File: src/rtl/mdu_pkg.sv
// Shared encodings and helpers for the multicycle multiply/divide unit.
package mdu_pkg;

  localparam logic MDU_MULT = 1'b0;
  localparam logic MDU_DIV  = 1'b1;

  typedef logic [1:0] state_t;

  localparam state_t StIdle   = 2'd0;
  localparam state_t StCalc   = 2'd1;
  localparam state_t StFinish = 2'd2;

  // Counter must hold the value WIDTH itself.
  function automatic int unsigned cnt_width(input int unsigned width);
    return $clog2(width + 1);
  endfunction

endpackage

File: src/rtl/mult_div_unit_if.sv
// Request/response bundle between the control unit (master) and the MDU (slave).
interface mult_div_unit_if #(
  parameter int unsigned WIDTH = 32
) ();

  logic             start;
  logic             op;
  logic [WIDTH-1:0] a;
  logic [WIDTH-1:0] b;
  logic             busy;
  logic             done;
  logic             div_zero;
  logic [WIDTH-1:0] hi;
  logic [WIDTH-1:0] lo;

  modport master (
    output start, op, a, b,
    input  busy, done, div_zero, hi, lo
  );

  modport slave (
    input  start, op, a, b,
    output busy, done, div_zero, hi, lo
  );

endinterface

File: src/rtl/mdu_div_step.sv
// One restoring-division step on unsigned magnitudes.
module mdu_div_step #(
  parameter int unsigned WIDTH = 32
) (
  input  logic [WIDTH:0]   rem_i,
  input  logic             bit_i,
  input  logic [WIDTH-1:0] divisor_i,
  output logic [WIDTH:0]   rem_o,
  output logic             q_bit_o
);

  logic [WIDTH+1:0] shifted;
  logic [WIDTH+1:0] diff;

  // Shift in the next dividend bit, trial-subtract, keep the result only when it did not borrow.
  always_comb begin
    shifted = {rem_i, bit_i};
    diff    = shifted - {2'b00, divisor_i};
    q_bit_o = ~diff[WIDTH+1];
    rem_o   = q_bit_o ? diff[WIDTH:0] : shifted[WIDTH:0];
  end

endmodule

File: src/rtl/mult_div_unit.sv
// Multicycle signed MULT (radix-2 Booth) / DIV (restoring) unit producing HI/LO.
module mult_div_unit
  import mdu_pkg::*;
#(
  parameter int unsigned WIDTH = 32
) (
  input  logic           clk,
  input  logic           reset,
  mult_div_unit_if.slave bus_io
);

  localparam int unsigned CntW = cnt_width(WIDTH);

  state_t           state_q, state_d;
  logic [CntW-1:0]  cnt_q, cnt_d;
  logic             op_q, op_d;
  // Booth accumulator in the low WIDTH bits, or the partial remainder for DIV.
  logic [WIDTH:0]   rem_q, rem_d;
  // Booth multiplier shift register, or dividend-in / quotient-out shift register.
  logic [WIDTH-1:0] mq_q, mq_d;
  logic             qm1_q, qm1_d;
  // Multiplicand for MULT, divisor magnitude for DIV.
  logic [WIDTH-1:0] opnd_q, opnd_d;
  logic             sign_a_q, sign_a_d;
  logic             sign_b_q, sign_b_d;
  logic [WIDTH-1:0] hi_q, hi_d;
  logic [WIDTH-1:0] lo_q, lo_d;
  logic             done_q, done_d;
  logic             div_zero_q, div_zero_d;

  logic [WIDTH:0]   booth_sum;
  logic [WIDTH:0]   step_rem;
  logic             step_qbit;
  logic [WIDTH-1:0] a_mag, b_mag;

  mdu_div_step #(
    .WIDTH(WIDTH)
  ) u_div_step (
    .rem_i    (rem_q),
    .bit_i    (mq_q[WIDTH-1]),
    .divisor_i(opnd_q),
    .rem_o    (step_rem),
    .q_bit_o  (step_qbit)
  );

  assign a_mag = bus_io.a[WIDTH-1] ? -bus_io.a : bus_io.a;
  assign b_mag = bus_io.b[WIDTH-1] ? -bus_io.b : bus_io.b;

  // Booth add/subtract done one bit wider so a MIN multiplicand cannot overflow before the shift.
  always_comb begin
    booth_sum = {rem_q[WIDTH-1], rem_q[WIDTH-1:0]};
    case ({mq_q[0], qm1_q})
      2'b01:   booth_sum = {rem_q[WIDTH-1], rem_q[WIDTH-1:0]} + {opnd_q[WIDTH-1], opnd_q};
      2'b10:   booth_sum = {rem_q[WIDTH-1], rem_q[WIDTH-1:0]} - {opnd_q[WIDTH-1], opnd_q};
      default: ;
    endcase
  end

  // FSM, iteration datapath and result fix-up.
  always_comb begin
    state_d    = state_q;
    cnt_d      = cnt_q;
    op_d       = op_q;
    rem_d      = rem_q;
    mq_d       = mq_q;
    qm1_d      = qm1_q;
    opnd_d     = opnd_q;
    sign_a_d   = sign_a_q;
    sign_b_d   = sign_b_q;
    hi_d       = hi_q;
    lo_d       = lo_q;
    done_d     = 1'b0;
    div_zero_d = div_zero_q;
    case (state_q)
      StIdle: begin
        if (bus_io.start) begin
          if (bus_io.op == MDU_DIV && bus_io.b == '0) begin
            // Complete immediately; HI/LO keep their previous contents.
            done_d     = 1'b1;
            div_zero_d = 1'b1;
          end else begin
            op_d       = bus_io.op;
            div_zero_d = 1'b0;
            cnt_d      = CntW'(WIDTH);
            state_d    = StCalc;
            rem_d      = '0;
            qm1_d      = 1'b0;
            sign_a_d   = bus_io.a[WIDTH-1];
            sign_b_d   = bus_io.b[WIDTH-1];
            if (bus_io.op == MDU_MULT) begin
              mq_d   = bus_io.b;
              opnd_d = bus_io.a;
            end else begin
              mq_d   = a_mag;
              opnd_d = b_mag;
            end
          end
        end
      end
      StCalc: begin
        cnt_d = cnt_q - 1'b1;
        if (cnt_q == CntW'(1)) begin
          state_d = StFinish;
        end
        if (op_q == MDU_MULT) begin
          rem_d = {1'b0, booth_sum[WIDTH:1]};
          mq_d  = {booth_sum[0], mq_q[WIDTH-1:1]};
          qm1_d = mq_q[0];
        end else begin
          rem_d = step_rem;
          mq_d  = {mq_q[WIDTH-2:0], step_qbit};
        end
      end
      StFinish: begin
        done_d  = 1'b1;
        state_d = StIdle;
        if (op_q == MDU_MULT) begin
          hi_d = rem_q[WIDTH-1:0];
          lo_d = mq_q;
        end else begin
          lo_d = (sign_a_q ^ sign_b_q) ? -mq_q : mq_q;
          hi_d = sign_a_q ? -rem_q[WIDTH-1:0] : rem_q[WIDTH-1:0];
        end
      end
      default: state_d = StIdle;
    endcase
  end

  // State registers with synchronous reset.
  always_ff @(posedge clk) begin
    if (reset) begin
      state_q    <= StIdle;
      cnt_q      <= '0;
      op_q       <= 1'b0;
      rem_q      <= '0;
      mq_q       <= '0;
      qm1_q      <= 1'b0;
      opnd_q     <= '0;
      sign_a_q   <= 1'b0;
      sign_b_q   <= 1'b0;
      hi_q       <= '0;
      lo_q       <= '0;
      done_q     <= 1'b0;
      div_zero_q <= 1'b0;
    end else begin
      state_q    <= state_d;
      cnt_q      <= cnt_d;
      op_q       <= op_d;
      rem_q      <= rem_d;
      mq_q       <= mq_d;
      qm1_q      <= qm1_d;
      opnd_q     <= opnd_d;
      sign_a_q   <= sign_a_d;
      sign_b_q   <= sign_b_d;
      hi_q       <= hi_d;
      lo_q       <= lo_d;
      done_q     <= done_d;
      div_zero_q <= div_zero_d;
    end
  end

  assign bus_io.busy     = (state_q != StIdle);
  assign bus_io.done     = done_q;
  assign bus_io.div_zero = div_zero_q;
  assign bus_io.hi       = hi_q;
  assign bus_io.lo       = lo_q;

endmodule

File: src/flat_wrapper.sv
// flat-port wrapper written by rule: the top's interface ports become plain ports
module mult_div_unit_flat import mdu_pkg::*;
#(
  parameter int unsigned WIDTH = 32
)
  (clk, reset, bus_io_start, bus_io_op, bus_io_a, bus_io_b, bus_io_busy, bus_io_done, bus_io_div_zero, bus_io_hi, bus_io_lo);
  mult_div_unit_if #(.WIDTH(WIDTH)) bus_io_i ();
  input  logic clk;
  input  logic reset;
  input wire logic [$bits(bus_io_i.start)-1:0] bus_io_start;
  input wire logic [$bits(bus_io_i.op)-1:0] bus_io_op;
  input wire logic [$bits(bus_io_i.a)-1:0] bus_io_a;
  input wire logic [$bits(bus_io_i.b)-1:0] bus_io_b;
  output wire logic [$bits(bus_io_i.busy)-1:0] bus_io_busy;
  output wire logic [$bits(bus_io_i.done)-1:0] bus_io_done;
  output wire logic [$bits(bus_io_i.div_zero)-1:0] bus_io_div_zero;
  output wire logic [$bits(bus_io_i.hi)-1:0] bus_io_hi;
  output wire logic [$bits(bus_io_i.lo)-1:0] bus_io_lo;
  assign bus_io_i.start = bus_io_start;
  assign bus_io_i.op = bus_io_op;
  assign bus_io_i.a = bus_io_a;
  assign bus_io_i.b = bus_io_b;
  assign bus_io_busy = bus_io_i.busy;
  assign bus_io_done = bus_io_i.done;
  assign bus_io_div_zero = bus_io_i.div_zero;
  assign bus_io_hi = bus_io_i.hi;
  assign bus_io_lo = bus_io_i.lo;
  mult_div_unit #(.WIDTH(WIDTH)) u_core (.clk(clk), .reset(reset), .bus_io(bus_io_i));
endmodule
File: config.mk
export PLATFORM = sky130hd
export DESIGN_NAME = mult_div_unit_flat
export DESIGN_NICKNAME = d
export VERILOG_FILES = /design/src/rtl/mdu_pkg.sv /design/src/rtl/mult_div_unit_if.sv /design/src/rtl/mdu_div_step.sv /design/src/rtl/mult_div_unit.sv /design/src/flat_wrapper.sv
export SDC_FILE = /design/constraint.sdc
export NUM_CORES = 1
export LEC_CHECK = 0
export BUFFER_PORTS_ARGS = -buffer_cell sky130_fd_sc_hd__buf_2
export CAP_MARGIN = 20
export CORE_MARGIN = 2
export CORE_UTILIZATION = 29
export DETAILED_ROUTE_END_ITERATION = 8
export MAX_ROUTING_LAYER = met4
export SETUP_SLACK_MARGIN = 0.5
export SLEW_MARGIN = 20
export SYNTH_ARGS = -nofsm -noshare
export SYNTH_HDL_FRONTEND = slang
export SYNTH_SLANG_ARGS = --single-unit
File: constraint.sdc
create_clock -name clk -period 5 [get_ports clk]
set_input_delay 0.25 -clock clk [delete_from_list [all_inputs] [get_ports clk]]
set_output_delay 0.25 -clock clk [all_outputs]
set_load 0.05 [all_outputs]
==> flow_summary.yaml, run 1 <==
floorplanning:
  die_area_um2: 53500
  initial_core_util: 0.293
  die_w_um: 231
  row_count: 83
  die_y_um: 231
  coreArea_um2: 51200
  io_pins: 135
setup_path:
  r2r_cells: 18
  r2r_setup_slack_ns: 0.86
  worstPathArrival_ns: 4.51
  critPathLaunch: "u_core.opnd_q[1]$_SDFFE_PP0P_"
  crit_type: "flip-flop to flip-flop"
  crit_required_ns: 5.37
  crit_fanout: 7
  r2r_end: "u_core.rem_q[30]$_SDFFE_PP0P_"
  r2r_start: "u_core.opnd_q[1]$_SDFFE_PP0P_"
  cp-start-kind: "flip-flop"
  crit_path_end_kind: "flip-flop"
finish:
  final_common_cell: "nor2_1"
  stdcell_count: 2781
  area.growth.synth_to_final_pct: 12.8
  fin_area_um2: 16900
  drive_above_1_share: 0.115
  finalCoreUtilization: 0.330
  final_cell_mix: "nor2_1 (227), nand2_1 (187), a21oi_1 (185)"
  nNetsFinal: 2222
logic_synthesis:
  syn_avg_cell_area_um2: 7.37
  synth_edf_count: 0
  async_reset_ff_frac: 0
  synth_warnings: 0
  synth_area_um2: 15000
  syn_inst: 2033
  ys.flop_type: "dfxtp_1"
  synth-seq-area-share: 0.234
  ys_ff_latch: 175
  syn_nets: 2176
  synthDistinctLibCells: 76
sta:
  max_freq_ghz: 0.241
  drv_slew: 0
  relSlewSlack: 0.317
  whs_ns: 0.0861
  worst_slack_ns: 0.859
  fin_setup_tns_ns: 0
  fin_crit_sh: 0.828
  skew_ns: 0.0160
  final_hold_viol_count: 0
  final-setup-viol-count: 0
  tightest_slew_ns: 1.02
  rsz0062_at_grt: "false"
  period_needed_ns: 4.14
pwr:
  ir_drop_mv: 0.256
  power_density_nw_per_um2: 294
  power.leakage_nw: 6.55
  finalPower_mw: 4.96
placement:
  placed_area_um2: 16200
  hpwl_um: 42800
  portBuffers: 134
  pre_cts_ws_ns: 0.555
  gp_congestion: 1.00
  place_inst: 2739
detailed_routing:
  drtIter0Drc: 1200
  ant_nets: 0
  wl_per_cell_um: 19.6
  remaining_drc_errors: 0
  detail_route.first_pass.iterations: 5
  route.vias.total: 15500
  postRouteWirelength_um: 54400
  viasPerCell: 5.56
min_path:
  hp-start: "bus_io_start"
  holdPathStages: 3
  whs_endpoint: "u_core.bus_io.div_zero$_SDFFE_PP0P_"
  hold_path_class: "input port to flip-flop"
clock_tree:
  cts_max_level: 4
  clock_sinks: 175
  clockBufferDepth: 2
  clock_tree.root_cell: "clkbuf_16"
  cts_hold_buf: 0
  cts_tree: "yes"
  cts_inserted_buffers: 17
  clkSlewWorstSetupHoldPaths_ns: 0.08
  clkLatencyLatePin_ns: 0.47
flow_run:
  cap_viol_max_count: 0
status:
  status: "complete, no violations"
global_route:
  grt_pass1_vias: 14300
  track_usage: 0.206
  overflow: 0
  antenna_found_initial: 9
  grt_max_degree: 77
  grt_pass1_wl_um: 83700
[flip-flops by register name, summed over array words and instances (netlist names)]
name,flops
u_core.bus_io.div_zero,1
u_core.bus_io.done,1
u_core.bus_io.hi,32
u_core.bus_io.lo,32
u_core.cnt_q,6
u_core.mq_q,32
u_core.op_q,1
u_core.opnd_q,32
u_core.qm1_q,1
u_core.rem_q,33
u_core.sign_a_q,1
u_core.sign_b_q,1
u_core.state_q,2
[power breakdown]
group | internal [mW] | total, mW | switching (mW)
Combinational | 0.732 | 1.96 | 1.23
Clock | 0.700 | 1.41 | 0.707
Sequential | 1.47 | 1.60 | 0.128
Total | 2.90 | 4.96 | 2.06
[kinds of logic after synthesis]
family | synth area share
AND/OR/NAND/NOR | 0.200
multiplexers | 0.0316
AO/OA/AOI/OAI | 0.299
adder cells (fa/ha/maj) | 0.0636
XOR/XNOR | 0.113
buffers and inverters | 0.0581
flip-flops | 0.234
[layer usage]
layer  GRT usage  vias up  routed length, um
met5           -        -                  0
met4      0.0583        0               1420
met3      0.0359       65               3150
met2       0.329      464              25100
met1       0.266     7416              24700
li1            -     7522                  -
[worst max-delay path by stage]
stage | slack, ns | depth (start not counted) | end
after detailed placement | 0.56 | 18 | u_core.rem_q[31]$_SDFFE_PP0P_
after floorplan | 0.97 | 17 | u_core.rem_q[31]$_SDFFE_PP0P_
after CTS | 0.51 | 18 | u_core.rem_q[31]$_SDFFE_PP0P_
after global placement | 0.69 | 18 | u_core.rem_q[31]$_SDFFE_PP0P_
after global routing | 0.50 | 17 | u_core.rem_q[30]$_SDFFE_PP0P_
final | 0.86 | 18 | u_core.rem_q[30]$_SDFFE_PP0P_
[layout make-up]
type / count / area (um^2)
Clock inverter: 14 / 175
Multi-Input combinational cell: 1637 / 10700
Antenna cell: 9 / 22.5
Clock buffer: 18 / 439
Timing Repair Buffer: 168 / 931
Fill cell: 5467 / 34300
Inverter: 80 / 300
Sequential cell: 175 / 3500
Tap cell: 680 / 851
[synth_stat cells (all sizes together), types with 35 or more instances]
cell / n / area (um^2)
dfxtp: 175 / 3500
nor2: 232 / 878
clkbuf: 114 / 429
ha: 73 / 913
o21ai: 117 / 586
nand2: 187 / 702
xnor2: 87 / 762
mux2i: 45 / 450
a211oi: 100 / 751
xor2: 107 / 937
nor3: 46 / 230
a21o: 35 / 263
a21oi: 187 / 940
o211ai: 45 / 338
o31ai: 36 / 275
inv: 80 / 300
[what timing repair did]
action                     4_1_cts  5_1_grt
gates resized for setup          0        9
setup endpoints to repair        0        5
hold endpoints to repair         0        0
setup buffers                    0        1
[worst max-delay path: stages (launching register included)]
cell	delay, ns
dfxtp_1	0.35
inv_1	0.15
ha_1	0.22
inv_1	0.06
nor2_2	0.17
and3_2	0.28
and2_1	0.21
a31oi_1	0.11
xnor2_1	0.21
ha_1	0.33
a21o_1	0.20
a21o_1	0.18
a211oi_1	0.36
nand3_1	0.11
or3_1	0.41
nand3_1	0.12
a31oi_1	0.09
o31a_1	0.25
o31ai_1	0.24
Power figures use the tool's default switching activity.
==> run 2: changes to the inputs <==
--- a/config.mk
+++ b/config.mk
@@ -5,6 +5,7 @@
 export SDC_FILE = /design/constraint.sdc
 export NUM_CORES = 1
 export LEC_CHECK = 0
+export ABC_AREA = 1
 export BUFFER_PORTS_ARGS = -buffer_cell sky130_fd_sc_hd__buf_2
 export CAP_MARGIN = 20
 export CORE_MARGIN = 2
==> constraint.sdc (replaced) <==
create_clock -name clk -period 4.2 [get_ports clk]
set_input_delay 0.21 -clock clk [delete_from_list [all_inputs] [get_ports clk]]
set_output_delay 0.21 -clock clk [all_outputs]
set_load 0.05 [all_outputs]
==> run 2 against run 1 <==
  * Sequential cell count did not move
  * Count of clock-buffer cells in the layout did not move
  * Combinational power rose by 120%
  * First-iteration DRC count rose by 30%
  * Hold slack improved by 0.029 ns
  * Power rose by 61%
  * Critical path type unchanged
==> flow_summary.yaml, run 2 <==
finish:
  fillers: 6253
  area.growth.synth_to_final_pct: 13.4
  antenna_cells: 0
  drive_above_1_share: 0.103
  regMostFlops: "u_core.rem_q"
  final_cell_mix: "nand2_1 (645), nor2_1 (322), inv_1 (317)"
  fin_area_um2: 18500
  nNetsFinal: 3000
  final_common_cell: "nand2_1"
  largest_register_ffs: 33
global_route:
  overflow: 0
  track_usage: 0.225
  grt_pass1_vias: 16700
  antenna_found_initial: 0
  grt_pass1_wl_um: 97500
  grt_max_degree: 95
detailed_routing:
  detail_route.first_pass.iterations: 6
  postRouteWirelength_um: 64600
  viasPerCell: 5.19
  drtIter0Drc: 1563
  remaining_drc_errors: 0
  route.vias.total: 18800
  ant_nets: 0
  wl_per_cell_um: 17.9
setup_path:
  cp-start-kind: "flip-flop"
  crit_fanout: 5
  cpPeakStageDelay_ns: 0.39
  worstPathArrival_ns: 3.93
  crit_path_end_kind: "flip-flop"
  critical_path.top_delay_family: "simple AND/OR/NAND/NOR gates"
  r2r_cells: 25
  cp_slowest_cell: "ha_1"
  worst-path-buf-inv: 2
  crit_required_ns: 4.59
  cp_num_cells: 25
  crit_type: "flip-flop to flip-flop"
  path_common_cell: "nand2_1"
sta:
  final-setup-viol-count: 0
  rsz0062_at_grt: "true"
  period_needed_ns: 3.54
  skew_ns: 0.0112
  final_hold_viol_count: 0
  fin_crit_sh: 0.842
  tightest_slew_ns: 1.09
  max_freq_ghz: 0.283
  drv_slew: 0
  relSlewSlack: 0.263
  fin_setup_tns_ns: 0
clock_tree:
  cts_tree: "yes"
  clockBufferDepth: 2
  cts_hold_buf: 0
  clock_sinks: 175
  clkLatencyLatePin_ns: 0.46
  cts_inserted_buffers: 17
  cts_max_level: 4
  clkSlewWorstSetupHoldPaths_ns: 0.08
  clock_tree.root_cell: "clkbuf_16"
status:
  status: "complete, no violations"
placement:
  placed_area_um2: 17700
  portBuffers: 134
  gp_congestion: 1.03
  hpwl_um: 50900
logic_synthesis:
  synth_top_cell_by_area: "dfxtp_1"
  synth_area_um2: 16300
  ys_top_cells_by_count: "nand2_1 (654), nor2_1 (331), inv_1 (323), a21oi_1 (287), o21ai_0 (251)"
  async_reset_ff_frac: 0
  synth_edf_count: 0
  ys_ff_latch: 175
  syn_nets: 2914
  synth_top_cell_area_share: 0.215
  synthTopCellsByArea: "dfxtp_1 (22%), nand2_1 (15%), a21oi_1 (8.8%)"
  syn_avg_cell_area_um2: 5.88
  synth-seq-area-share: 0.215
  yosysMostFrequentCell: "nand2_1"
  syn_inst: 2771
  ys.flop_type: "dfxtp_1"
  synthDistinctLibCells: 55
  synth_warnings: 0
pwr:
  finalPower_mw: 7.99
  power.leakage_nw: 8.78
  ir_drop_mv: 0.341
  power_density_nw_per_um2: 433
floorplanning:
  row_count: 86
  die_area_um2: 58100
  initial_core_util: 0.294
  io_pins: 135
  die_w_um: 241
  die_y_um: 241
  coreArea_um2: 55300
min_path:
  hold_path_class: "input port to flip-flop"
  holdPathStages: 3
flow_run:
  cap_viol_max_count: 0
==> run 2: changes by cell type after synthesis, moves of 25 or more <==
cell	previous run	this run
xnor2_1	87	29
a211oi_1	100	0
inv_1	80	323
o31ai_1	35	5
mux2i_1	45	0
nand3_1	32	185
clkbuf_1	113	88
nor2_1	231	331
nand2_1	187	654
a21oi_1	186	287
o21ai_0	113	251
==> run 2: final timing paths <==
path                                                     from                              to  slack [ns]
worst max-delay path            u_core.opnd_q[0]$_SDFFE_PP0P_   u_core.rem_q[27]$_SDFFE_PP0P_        0.66
worst max register to register  u_core.opnd_q[0]$_SDFFE_PP0P_   u_core.rem_q[27]$_SDFFE_PP0P_        0.66
worst min-delay path                             bus_io_a[26]  u_core.opnd_q[26]$_SDFFE_PP0P_        0.12
worst min register to register   u_core.cnt_q[5]$_SDFFE_PP0P_    u_core.cnt_q[5]$_SDFFE_PP0P_        0.50
==> run 2: cell type report <==
type,instances,area [um^2],area share
flip-flops and latches,175,3510,0.190
repair buffers,182,1030,0.0558
well taps,748,936,0.0507
inverters,330,1240,0.0673
clock inverters,14,168,0.00908
clock buffers,18,439,0.0238
multi-input cells,2151,11100,0.603
==> run 2: worst register-to-register path, cell delays in order, from the launching register on <==
cell      delay [ns]
dfxtp_2         0.34
inv_2           0.08
nand3_2         0.09
nor2_1          0.11
nand2_1         0.09
nor2_2          0.16
nand4_1         0.15
nor2_2          0.21
nand2_1         0.09
nand2_2         0.10
o21ai_2         0.07
a21oi_2         0.18
nand2_1         0.10
xor2_1          0.16
ha_1            0.39
nand2_2         0.11
nor2_4          0.10
buf_4           0.12
nand2_1         0.05
nor3_1          0.14
nand2_1         0.09
nand3b_1        0.10
nand3_1         0.09
a21oi_2         0.14
nand2_1         0.07
a21oi_1         0.14
==> run 2: metal layers <==
metal  part of all wire  track usage  vias to the layer above
met5                  0            -                        -
met1               0.45        0.305                     8639
met4              0.039       0.0840                        0
li1                   -            -                     9313
met2               0.45        0.346                      723
met3              0.068       0.0191                       88
==> run 2: where the power goes <==
group	internal [mW]	total (mW)	switching, mW
sequential	1.81	2.04	0.222
clock	0.869	1.69	0.823
combinational	1.32	4.26	2.94
total	4.00	7.99	3.99
==> run 2: timing repair <==
item	CTS	global route
pin swaps	0	21
gates resized for setup	1	39
endpoints found under the setup margin	3	16
gates cloned	0	0
setup buffers	0	12
==> run 2: cells by family (layout without fill, tap and decap cells) <==
kind of cell	count (synthesis)	count (layout)	synth area share
AOI/OAI and AO/OA	672	672	0.225
xor gates and xnor gates	112	112	0.0602
DFF	175	175	0.215
buffers and inverters	445	544	0.108
adders and majority gates	75	75	0.0586
and+or+nand+nor	1292	1292	0.333
==> run 2: per-stage QoR <==
stage                     instances  utilization  hold WS [ns]  setup WS (ns)
after floorplan                2771            -         0.356           1.05
after global routing           3618        0.334         0.117          0.382
after global placement         3574        0.319         0.476          0.449
final                          3618        0.334         0.115          0.662
after CTS                      3606        0.330        0.0923          0.503
after detailed placement       3574        0.319         0.475          0.438
==> run 3: changes to the inputs <==
==> constraint.sdc (replaced) <==
create_clock -name clk -period 2.88 [get_ports clk]
set_input_delay 0.144 -clock clk [delete_from_list [all_inputs] [get_ports clk]]
set_output_delay 0.144 -clock clk [all_outputs]
set_load 0.05 [all_outputs]
==> run 3 against run 2 <==
  * The flow now finishes with violations (negative setup slack)
  * Critical path type unchanged
  * Highest routed layer unchanged
  * Clock power rose by 55%
  * Wire length rose by 8.6%
  * Power rose by 82%
  * Non-clock buffer count rose by 233
  * Largest power group unchanged
  * Clock skew rose by 0.0036 ns
  * Final area rose by 20%
  * Count of clock-buffer cells in the layout rose by 1
==> flow_summary.yaml, run 3 (synthesis results as in run 2) <==
status:
  status: "complete, but fails checks"
  violations: "negative setup slack"
finish:
  final_common_cell: "nand2_1"
  largest_register_ffs: 33
  nNetsFinal: 3233
  multi_input_area_um2: 12800
  fin_area_um2: 22100
  antenna_cells: 0
  regMostFlops: "u_core.rem_q"
  final_cell_mix: "nand2_1 (566), inv_1 (286), nor2_1 (280)"
  drive_above_1_share: 0.268
  fillers: 5948
  regArea_um2: 3530
  finalCoreUtilization: 0.400
  area.growth.synth_to_final_pct: 35.8
sta:
  tightest_slew_ns: 0.793
  worst_slack_ns: -0.489
  rsz0062_at_grt: "true"
  drv_slew: 0
  max_freq_ghz: 0.297
  fin_crit_sh: 1.17
  fin_setup_tns_ns: -7.41
  skew_ns: 0.0148
  period_needed_ns: 3.37
  relSlewSlack: 0.468
  final-setup-viol-count: 23
  final_hold_viol_count: 0
floorplanning:
  initial_core_util: 0.294
  die_y_um: 241
  die_area_um2: 58100
  row_count: 86
  io_pins: 135
  die_w_um: 241
  coreArea_um2: 55300
pwr:
  p_clk_frac: 0.180
  switching_share: 0.476
  power.leakage_nw: 10.2
  pwr-share-comb: 0.619
  share_seq_of_total_power: 0.201
  power_density_nw_per_um2: 658
  switchingPower_mw: 6.93
  ir_drop_mv: 0.543
  internal_power_mw: 7.62
  finalPower_mw: 14.5
placement:
  placed_area_um2: 19500
  portBuffers: 134
  pre_cts_ws_ns: -0.415
  hpwl_um: 54700
  gp_congestion: 0.977
setup_path:
  crit_required_ns: 3.27
  crit_fanout: 4
  cp-start-kind: "flip-flop"
  r2r_start: "u_core.opnd_q[2]$_SDFFE_PP0P_"
  crit_type: "flip-flop to flip-flop"
  critPathLaunch: "u_core.opnd_q[2]$_SDFFE_PP0P_"
  worstPathArrival_ns: 3.76
  crit_path_end_kind: "flip-flop"
detailed_routing:
  wl_per_cell_um: 18.2
  route.vias.total: 19600
  ant_nets: 0
  detail_route.first_pass.iterations: 7
  remaining_drc_errors: 0
  drtIter0Drc: 1948
  viasPerCell: 5.09
  postRouteWirelength_um: 70200
min_path:
  hp-start: "bus_io_a[20]"
  hold_path_class: "input port to flip-flop"
clock_tree:
  clockBufferDepth: 2
  cts_inserted_buffers: 17
  cts_hold_buf: 0
  clkSlewWorstSetupHoldPaths_ns: 0.08
  cts_tree: "yes"
  clock_sinks: 175
  clock_tree.root_cell: "clkbuf_16"
  clkLatencyLatePin_ns: 0.47
  cts_max_level: 4
global_route:
  grt_max_degree: 71
  grt_pass1_wl_um: 104000
  grt_pass1_vias: 17800
  antenna_found_initial: 0
  overflow: 0
  track_usage: 0.239
flow_run:
  cap_viol_max_count: 0
==> run 3: critical path, stage by stage (launching register included) <==
cell	delay (ns)
dfxtp_2	0.33
inv_2	0.07
nand3_4	0.09
nor2_4	0.11
nand2_2	0.06
nor2_2	0.12
nand4_1	0.14
nor2_2	0.20
buf_4	0.15
nand4_1	0.13
buf_4	0.18
nand2_2	0.05
xor2_1	0.07
ha_2	0.42
nand2_4	0.11
nor2_4	0.11
inv_1	0.08
nor4_1	0.17
nand2_1	0.11
nand3b_1	0.11
nand3_2	0.12
a21oi_2	0.16
nand2_1	0.06
a21oi_1	0.13
==> run 3: cell type report <==
class                   instances  area share
multi-input cells            2151       0.578
flip-flops and latches        175       0.160
repair buffers                415       0.134
inverters                     330      0.0569
well taps                     748      0.0423
clock buffers                  19      0.0200
clock inverters                13     0.00872
==> run 3: power by group through the flow <==
stage / Clock (mW) / Sequential (mW) / Combinational [mW]
2_1_floorplan: 0 / 2.99 / 4.49
3_3_place_gp: 0 / 2.96 / 7.30
3_5_place_dp: 0 / 2.96 / 7.29
4_1_cts: 2.64 / 2.91 / 8.20
5_1_grt: 2.72 / 2.95 / 9.67
6_report: 2.62 / 2.93 / 9.00
==> run 3: timing repair <==
item / in CTS / in global routing
cloned: 1 / 1
endpoints found under the setup margin: 36 / 59
pin swaps: 109 / 101
setup buffers: 26 / 21
resized for setup: 227 / 166
==> run 3: routing by layer <==
layer  routed length [um]  GRT usage  part of all wire
met1                31500      0.319              0.45
met2                32200      0.376              0.46
met3                 3660     0.0205             0.052
met4                 2790     0.0909             0.040
met5                    0          -                 0
==> run 3: per-stage QoR <==
stage                     instances  hold WS [ns]
after floorplan                2771         0.290
after global placement         3770         0.475
after detailed placement       3770         0.478
after CTS                      3829       0.00660
after global routing           3851        0.0535
final                          3851        0.0196
==> run 3: worst paths after layout <==
path | to | slack [ns] | cells after the start
min | u_core.opnd_q[20]$_SDFFE_PP0P_ | 0.02 | 3
max reg2reg | u_core.rem_q[25]$_SDFFE_PP0P_ | -0.49 | 23
min reg2reg | u_core.bus_io.lo[20]$_SDFFE_PP0P_ | 0.50 | 2
max | u_core.rem_q[25]$_SDFFE_PP0P_ | -0.49 | 23
